**config.mk**
```make
export PLATFORM = sky130hd
export DESIGN_NAME = uart_rx_fifo
export DESIGN_NICKNAME = d
export VERILOG_FILES = /design/src/rtl/uart_rx_fifo.sv
export SDC_FILE = /design/constraint.sdc
export NUM_CORES = 1
export LEC_CHECK = 0
export BUFFER_PORTS_ARGS = -buffer_cell sky130_fd_sc_hd__buf_2
export CAP_MARGIN = 15
export CORE_AREA = 2 2 107 151
export CTS_CLUSTER_SIZE = 20
export DETAILED_ROUTE_END_ITERATION = 16
export DIE_AREA = 0 0 109 153
export GPL_TIMING_DRIVEN = 0
export PLACE_DENSITY = 0.65
export SETUP_SLACK_MARGIN = 0.3
export SYNTH_ARGS = -nofsm -noshare
export SYNTH_HDL_FRONTEND = slang
export SYNTH_SLANG_ARGS = --single-unit
```
**constraint.sdc**
```tcl
create_clock -name CLK -period 2.4 [get_ports CLK]
set_input_delay 0.36 -clock CLK [delete_from_list [all_inputs] [get_ports CLK]]
set_output_delay 0.36 -clock CLK [all_outputs]
set_load 0.05 [all_outputs]
```
**src/rtl/uart_rx_fifo.sv**
```systemverilog
`timescale 1ns/1ps
// ---------------------------------------------------------------------------
// uart_rx_fifo
//
// UART receiver with an integrated first-word-fall-through receive FIFO.
// Deserialises start / DATA_BITS data (LSB first) / optional parity / stop
// frames from the RXD pad. Good words go into a circular buffer. Framing,
// parity and overrun errors are reported as single-cycle pulses.
//
// Parameters
//   CLK_FREQ_HZ  system clock frequency
//   BAUD_RATE    line rate; CLK_FREQ_HZ / BAUD_RATE must be >= 4
//   DATA_BITS    payload width, 5..9
//   PARITY       0 = none, 1 = odd, 2 = even
//   FIFO_DEPTH   entries, power of 2, >= 2
//
// Ports
//   CLK         in   system clock, rising edge
//   RESET       in   asynchronous active-low reset
//   RXD         in   serial input, asynchronous to CLK, idle high
//   rd_en       in   pop the FIFO head (ignored while empty)
//   rd_data     out  FIFO head, valid while !empty
//   empty       out  FIFO holds 0 entries
//   full        out  FIFO holds FIFO_DEPTH entries
//   count       out  current occupancy
//   frame_err   out  one-cycle pulse, stop bit sampled low
//   parity_err  out  one-cycle pulse, parity bit mismatched
//   overrun     out  one-cycle pulse, good word dropped because FIFO full
//
// States
//   state    | meaning
//   S_IDLE   | line idle, waiting for rxs low
//   S_START  | timing to mid start bit, rejects glitches
//   S_DATA   | sampling DATA_BITS payload bits, LSB first
//   S_PARITY | sampling the parity bit
//   S_STOP   | sampling the stop bit, deciding push / error
//   S_BREAK  | line held low after a framing error, waiting for high
// ---------------------------------------------------------------------------
module uart_rx_fifo #(
    parameter int CLK_FREQ_HZ = 12_000_000,
    parameter int BAUD_RATE   = 115_200,
    parameter int DATA_BITS   = 8,
    parameter int PARITY      = 0,
    parameter int FIFO_DEPTH  = 16
) (
    input  logic                          CLK,
    input  logic                          RESET,
    input  logic                          RXD,
    input  logic                          rd_en,
    output logic [DATA_BITS-1:0]          rd_data,
    output logic                          empty,
    output logic                          full,
    output logic [$clog2(FIFO_DEPTH):0]   count,
    output logic                          frame_err,
    output logic                          parity_err,
    output logic                          overrun
);

    localparam int CLKS_PER_BIT = CLK_FREQ_HZ / BAUD_RATE;
    localparam int CNT_W        = $clog2(CLKS_PER_BIT);
    localparam int IDX_W        = $clog2(DATA_BITS);
    localparam int PTR_W        = $clog2(FIFO_DEPTH);
    localparam int OCC_W        = PTR_W + 1;

    // Bit timer is a down-counter: loaded with (period - 1), sample at zero.
    localparam logic [CNT_W-1:0] HALF_LOAD = CNT_W'(CLKS_PER_BIT / 2 - 1);
    localparam logic [CNT_W-1:0] FULL_LOAD = CNT_W'(CLKS_PER_BIT - 1);
    localparam logic [IDX_W-1:0] LAST_IDX  = IDX_W'(DATA_BITS - 1);
    localparam logic [OCC_W-1:0] DEPTH_M1  = OCC_W'(FIFO_DEPTH - 1);
    localparam logic [OCC_W-1:0] OCC_ONE   = OCC_W'(1);
    localparam logic             ODD_MODE  = (PARITY == 1);

    typedef enum logic [2:0] {
        S_IDLE,
        S_START,
        S_DATA,
        S_PARITY,
        S_STOP,
        S_BREAK
    } state_t;

    // -----------------------------------------------------------------------
    // Input synchroniser, idles high so reset does not look like a start bit
    // -----------------------------------------------------------------------
    logic rx_meta;
    logic rxs;

    always_ff @(posedge CLK or negedge RESET) begin
        if (!RESET) begin
            rx_meta <= 1'b1;
            rxs     <= 1'b1;
        end else begin
            rx_meta <= RXD;
            rxs     <= rx_meta;
        end
    end

    // -----------------------------------------------------------------------
    // Receive FSM
    // -----------------------------------------------------------------------
    state_t                 state;
    logic [CNT_W-1:0]       bit_cnt;
    logic [IDX_W-1:0]       bit_idx;
    logic [DATA_BITS-1:0]   shreg;
    logic                   par_bad;
    logic                   push_vld;
    logic [DATA_BITS-1:0]   push_data;

    always_ff @(posedge CLK or negedge RESET) begin
        if (!RESET) begin
            state      <= S_IDLE;
            bit_cnt    <= '0;
            bit_idx    <= '0;
            shreg      <= '0;
            par_bad    <= 1'b0;
            push_vld   <= 1'b0;
            push_data  <= '0;
            frame_err  <= 1'b0;
            parity_err <= 1'b0;
        end else begin
            push_vld   <= 1'b0;
            frame_err  <= 1'b0;
            parity_err <= 1'b0;
            unique case (state)
                S_IDLE: begin
                    if (!rxs) begin
                        state   <= S_START;
                        bit_cnt <= HALF_LOAD;
                    end
                end
                S_START: begin
                    if (bit_cnt != '0) begin
                        bit_cnt <= bit_cnt - 1'b1;
                    end else if (rxs) begin
                        state <= S_IDLE;
                    end else begin
                        state   <= S_DATA;
                        bit_cnt <= FULL_LOAD;
                        bit_idx <= '0;
                        par_bad <= 1'b0;
                    end
                end
                S_DATA: begin
                    if (bit_cnt != '0) begin
                        bit_cnt <= bit_cnt - 1'b1;
                    end else begin
                        // Shift in from the top so the first bit ends at [0].
                        shreg   <= {rxs, shreg[DATA_BITS-1:1]};
                        bit_cnt <= FULL_LOAD;
                        if (bit_idx == LAST_IDX) begin
                            state <= (PARITY != 0) ? S_PARITY : S_STOP;
                        end else begin
                            bit_idx <= bit_idx + 1'b1;
                        end
                    end
                end
                S_PARITY: begin
                    if (bit_cnt != '0) begin
                        bit_cnt <= bit_cnt - 1'b1;
                    end else begin
                        par_bad <= ((^shreg) ^ rxs) != ODD_MODE;
                        bit_cnt <= FULL_LOAD;
                        state   <= S_STOP;
                    end
                end
                S_STOP: begin
                    if (bit_cnt != '0) begin
                        bit_cnt <= bit_cnt - 1'b1;
                    end else if (!rxs) begin
                        // Framing error wins over a parity error.
                        frame_err <= 1'b1;
                        state     <= S_BREAK;
                    end else if (par_bad) begin
                        parity_err <= 1'b1;
                        state      <= S_IDLE;
                    end else begin
                        push_vld  <= 1'b1;
                        push_data <= shreg;
                        state     <= S_IDLE;
                    end
                end
                S_BREAK: begin
                    if (rxs) begin
                        state <= S_IDLE;
                    end
                end
                default: state <= S_IDLE;
            endcase
        end
    end

    // -----------------------------------------------------------------------
    // Receive FIFO
    // -----------------------------------------------------------------------
    logic [DATA_BITS-1:0] mem [FIFO_DEPTH];
    logic [PTR_W-1:0]     wr_ptr;
    logic [PTR_W-1:0]     rd_ptr;
    logic                 do_pop;
    logic                 do_push;

    // A pop in the same cycle frees the slot, so a full FIFO still accepts.
    assign do_pop  = rd_en && !empty;
    assign do_push = push_vld && (!full || do_pop);
    assign rd_data = mem[rd_ptr];

    always_ff @(posedge CLK) begin
        if (do_push) begin
            mem[wr_ptr] <= push_data;
        end
    end

    always_ff @(posedge CLK or negedge RESET) begin
        if (!RESET) begin
            wr_ptr  <= '0;
            rd_ptr  <= '0;
            count   <= '0;
            empty   <= 1'b1;
            full    <= 1'b0;
            overrun <= 1'b0;
        end else begin
            overrun <= push_vld && full && !do_pop;
            if (do_push) begin
                wr_ptr <= wr_ptr + 1'b1;
            end
            if (do_pop) begin
                rd_ptr <= rd_ptr + 1'b1;
            end
            unique case ({do_push, do_pop})
                2'b10: begin
                    count <= count + 1'b1;
                    empty <= 1'b0;
                    full  <= (count == DEPTH_M1);
                end
                2'b01: begin
                    count <= count - 1'b1;
                    full  <= 1'b0;
                    empty <= (count == OCC_ONE);
                end
                default: begin
                end
            endcase
        end
    end

endmodule

```
# [Word level (Yosys, flattened, before mapping)]
# Memory sizes are Yosys's and may differ from the RTL's.
# Cells that the tools add are included.
[totals] reg_bits=51 ramBits=128 output_inout_bits=18 memories=1
[mem_list] memory="mem" words=16 word_bits=8 rd=1 rd_clocked_by_memory_dff=0 write_ports=1 line_no="195" text="logic [DATA_BITS-1:0] mem [FIFO_DEPTH];"
[op_classes] addsub=6 n_eq_ne=21 n_mux=41 bitwise=3 reduce_logical=22
[ops] op="2-to-1 mux 3 bit" n=12
[ops] op="2-to-1 mux 7 bit" n=5
[ops] op="one-hot mux 7 bit (4 select lines)" n=1
[ops] op="inequality test 2 bit, second input constant" n=10
[ops] op="one-hot mux 3 bit (6 select lines)" n=1
[ops] op="2-to-1 mux 1 bit" n=16
[ops] op="AND reduction 4 bit" n=3
[ops] op="one-hot mux 5 bit (2 select lines)" n=1
[ops] op="equality test 3 bit, second input constant" n=3
[ops] op="adder 4 x 1 -> 4 bit, second input constant" n=2
[ops] op="parity 8 bit" n=1
[ops] op="AND reduction 7 bit" n=1
[ops] op="nonzero test 7 bit" n=1
[ops] op="subtractor 7 x 1 -> 7 bit, second input constant" n=1
[ops] op="equality test 3 x 2 -> 1 bit, second input constant" n=2
[ops] op="one-hot mux 1 bit (2 select lines)" n=3
[ops] op="one-hot mux 3 bit (2 select lines)" n=1
[ops] op="nonzero test 2 bit" n=3
[ops] op="adder 5 x 1 -> 5 bit, second input constant" n=1
[ops] op="equality test 5 x 1 -> 1 bit, second input constant" n=1
[ops] op="equality test 5 x 4 -> 1 bit, second input constant" n=1
[ops] op="AND reduction 5 bit" n=1
[ops] op="subtractor 5 x 1 -> 5 bit, second input constant" n=1
[ops] op="logical AND 1 bit" n=4
[ops] op="14 further kinds" n=17

# [Depth between registers and ports, before layout]
[logic_depth] depth_word=6 depth_mapped=8 depth_no_buf=8

# [Least setup slack after synthesis]
# OpenSTA, ideal clock, no wires.
[synth_timing] path_type="reg2reg" startpoint="register empty" endpoint="register count[3]" setup_ns=0.082 arrival_ns=2.451 setup_slack_ns=-0.133 stages_incl_launch_ff=9 path_cell_list="dfstp_2 nand2b_1 a21boi_1 inv_1 ha_1 clkbuf_1 or4b_2 a21oi_1 xor2_1"
[synth_via] elab_chain_cells=6 word_cells_on_any_way=8 classes_between="eq/ne (2); mux (1); reduce/logical (5)"
[synth_lines] item="start, declared" line_no="51" text="output logic empty,"
[synth_lines] item="start signal, assigned" line_no="237" text="empty <= (count == OCC_ONE);"
[synth_lines] item="zero test 1 bit *" line_no="202" text="assign do_pop = rd_en && !empty;"
[synth_lines] item="logical AND 1 bit *" line_no="202"
[synth_lines] item="logical OR 1 bit" line_no="203" text="assign do_push = push_vld && (!full || do_pop);"
[synth_lines] item="logical AND 1 bit" line_no="203"
[synth_lines] item="equality test 2 x 1 -> 1 bit / equality test 2 bit (equally long branches)" line_no="228" text="unique case ({do_push, do_pop})"
[synth_lines] item="one-hot mux 5 bit (2 select lines) / nonzero test 2 bit (equally long branches)"
[synth_lines] item="end signal, assigned" line_no="230" text="count <= count + 1'b1;"
[synth_lines] item="end signal, assigned" line_no="235" text="count <= count - 1'b1;"
[synth_lines] item="end, declared" line_no="53" text="output logic [$clog2(FIFO_DEPTH):0] count,"
# Every way passes the cells marked *; elsewhere a longest branch is shown, timed or not.
# A chain may end at the register's enable or synchronous reset.

# [Final worst setup path]
[layout_timing] startpoint="register rd_ptr[0]" endpoint="output rd_data[3]"
[layout_via] elab_chain_cells=1
[layout_lines] item="start, declared" line_no="197" text="logic [PTR_W-1:0] rd_ptr;"
[layout_lines] item="start signal, assigned" line_no="226" text="rd_ptr <= rd_ptr + 1'b1;"
[layout_lines] item="memory read (16 x 8 bit)"
[layout_lines] item="end, declared" line_no="50" text="output logic [DATA_BITS-1:0] rd_data,"
# Every way passes these cells.

==> results.json <==
{
  "post_drt_wl_per_cell_um": 21.8,
  "mostFrequentLayoutCells": "edfxtp_1 (128), dfrtp_1 (48), mux4_2 (40)",
  "start_util_pct": 49.0,
  "viasPerCell": 5.68,
  "grt_pass1_wl_um": 23900,
  "skew_ns": 0.0105,
  "synth_area_um2": 7520,
  "rsz0062_at_grt": "yes",
  "worst_slack_ns": -0.315,
  "die_height_um": 153,
  "p_per_area_nw_per_um2": 863,
  "clock.fmax_mhz": 368,
  "min_delay_path_depth": 1,
  "cp_max_fo": 10,
  "postPlaceCellArea_um2": 7990,
  "antenna_found_initial": 0,
  "hold_start": "RXD",
  "clk_pin_slew_worst_paths_ns": 0.07,
  "antenna_cells": 0,
  "detail-route-antenna-nets": 0,
  "grt_pass1_vias": 4218,
  "synth_seq_cells": 179,
  "path_cells": "buf_8 -> buf_12 -> mux4_2 -> mux4_2 -> buf_6",
  "yosysWarningCount": 0,
  "clkLatencyLatePin_ns": 0.43,
  "cp_slowest_cell": "mux4_2",
  "final-setup-viol-count": 8,
  "synth_nets": 461,
  "die_w_um": 109,
  "area_delta_synth_final_pct": 19.5,
  "fin_nets": 520,
  "tightest_slew_ns": 0.838,
  "slew_viol_final": 0,
  "cts_buffer_depth": 2,
  "finalCritPeriodShare_pct": 113,
  "synth-main-ff-cell": "edfxtp_1",
  "route.detailed.drc": 0,
  "r2r-end": "push_data[2]",
  "start_kind": "flip-flop",
  "layout_commonest_cell": "edfxtp_1",
  "hold_path_class": "input port to flip-flop",
  "cts_inserted_buffers": 17,
  "ir_drop_mv": 0.710,
  "via_count": 4038,
  "cp_common_cell": "mux4_2",
  "port_buffers": 21,
  "crit_buf_inv": 3,
  "netlist_top_cells_area": "edfxtp_1 (51%), dfrtp_1 (16%), mux4_2 (12%)",
  "io_pins": 22,
  "max_stage_delay_ns": 0.53,
  "cts.sinks": 179,
  "htree_levels": 4,
  "pre_cts_ws_ns": -0.210,
  "hold_viol": 0,
  "async_flop_share_pct": 28.5,
  "grt_max_degree": 52,
  "synth.distinct_cells": 53,
  "p_leak_nw": 3.67,
  "synth_top_area_cell": "edfxtp_1",
  "cts_root_buf": "clkbuf_16",
  "rows": 54,
  "critPathTopFamily": "multiplexers",
  "drt_iter0_drc": 242,
  "dr.pass1.iters": 4,
  "grt_overflow_total": 0,
  "violations": "setup timing",
  "grt_usage_pct": 19.8,
  "r2r-start": "bit_cnt[1]",
  "final_area_um2": 8990,
  "period_needed_ns": 2.72,
  "avgSynthCellArea_um2": 17.0,
  "end_kind": "output pin",
  "hpwl_um": 10000,
  "critPathKind": "flip-flop to output pin",
  "max-cap-violations": 0,
  "coreArea_um2": 15300,
  "cp.arrival_ns": 2.36,
  "whs_endpoint": "rx_meta",
  "syn_inst": 443,
  "routabilityCongestion": 0.841,
  "cts_tree": "built",
  "crit_required_ns": 2.04,
  "ys_seq_area_share_pct": 68.2,
  "synth_top_area_share_pct": 51.1,
  "die_area_um2": 16700,
  "run_status": "finished with violations",
  "r2r_slack_ns": 0.37,
  "maxSlewHeadroom_pct": 44.2,
  "drive_gt1_share_pct": 35.0,
  "worstRegToRegCells": 8,
  "drt-total-wl_um": 15500,
  "synth_edf_count": 128
}
what timing repair did:
item / 4_1_cts / 5_1_grt
pin swaps: 1 / 4
hold buffers: 0 / 1
endpoints found under the setup margin: 111 / 62
endpoints found under the hold margin: 0 / 9
buffers inserted: 3 / 11
cloned: 0 / 2
resized for setup: 41 / 12
layout make-up:
class,count,area [um^2]
buffer,20,164
fill,1131,6350
timing repair buffer,41,388
clock buffer,17,425
sequential,179,5120
tap,196,245
clock inverter,15,196
multi-input combinational,227,2380
inverter,16,60.1
through the flow:
stage / power (mW) / setup TNS [ns] / util (%) / hold WS [ns] / instances
2_1_floorplan: 4.52 / 0 / - / 0.0644 / 443
3_3_place_gp: 4.79 / -11.58 / 51.8 / 0.347 / 660
3_5_place_dp: 4.81 / -1.98 / 52.1 / 0.348 / 662
4_1_cts: 7.75 / -2.74 / 57.3 / 0.0112 / 697
5_1_grt: 8.05 / -3.00 / 58.6 / 0.0107 / 711
6_report: 7.76 / -2.41 / 58.6 / 0.0247 / 711
registers in the layout, indices dropped and copies added, names as in the netlist, 3 cells and up:
| signal | flops |
|---|---|
| bit_cnt | 7 |
| bit_idx | 3 |
| count | 5 |
| mem | 128 |
| push_data | 8 |
| rd_ptr | 4 |
| shreg | 8 |
| state | 3 |
| wr_ptr | 4 |
per-layer routing:
| metal | routed length, um | part of all wire, % | track usage [%] | vias up |
|---|---|---|---|---|
| li1 | - | - | - | 1832 |
| met1 | 5920 | 38 | 24.2 | 2093 |
| met2 | 8690 | 56 | 34.9 | 94 |
| met3 | 604 | 3.9 | 4.05 | 19 |
| met4 | 266 | 1.7 | 6.04 | 0 |
| met5 | 0 | 0 | 0 | - |
cell usage after synthesis (all sizes together) (2+ instances only):
cell type and n:
a21oi 6, a22o 2, a22oi 3, and3 4
buf 10, clkbuf 11, dfrtp 48, dfstp 3
edfxtp 128, ha 14, inv 16, mux2 18
mux2i 3, mux4 40, nand2 20, nand2b 7
nand3 4, nand4 2, nand4b 2, nor2 28
nor2b 2, nor3 11, nor3b 2, nor4 3
o211ai 2, o21a 2, o21ai 11, o22ai 2
o31ai 2, o41ai 2, or2 2, or3 2
or3b 2, xnor2 12, xor2 5
worst max-delay path by stage:
stage / start / to / slack, ns / cells after the start
after floorplan: rd_ptr[0] / rd_data[0] / 0.26 / 4
after global routing: rd_ptr[0] / rd_data[5] / -0.40 / 5
after detailed placement: rd_ptr[1] / rd_data[7] / -0.21 / 5
final: rd_ptr[0] / rd_data[3] / -0.32 / 5
after global placement: rd_en / mem[3][1] / -0.43 / 5
after CTS: rd_ptr[0] / rd_data[7] / -0.37 / 5
worst reg2reg max path, stage by stage, from the launching register on:
cell and delay [ns]:
dfrtp_1 0.38, inv_2 0.10, ha_4 0.14, nor3b_4 0.29
nand2_4 0.11, nor4b_4 0.26, buf_4 0.17, clkbuf_16 0.14
mux2_2 0.32
cell families after synthesis:
kind of cell / count (synthesis) / share of synthesized area, %
fa+ha+maj: 14 / 2.33
flops: 179 / 68.2
xor+xnor: 18 / 2.28
mux: 61 / 15.1
buf+inv: 37 / 1.96
simple gates: 93 / 6.51
compound gates: 41 / 3.68
report_power, final:
part | total [mW] | internal, mW | switching, mW | leakage, nW
Sequential | 3.46 | 3.37 | 0.0981 | 2.15
Combinational | 1.41 | 0.643 | 0.764 | 1.23
Clock | 2.89 | 1.67 | 1.22 | 0.299
Total | 7.76 | 5.68 | 2.08 | 3.67
No activity file was read; power rests on OpenSTA's default activity.
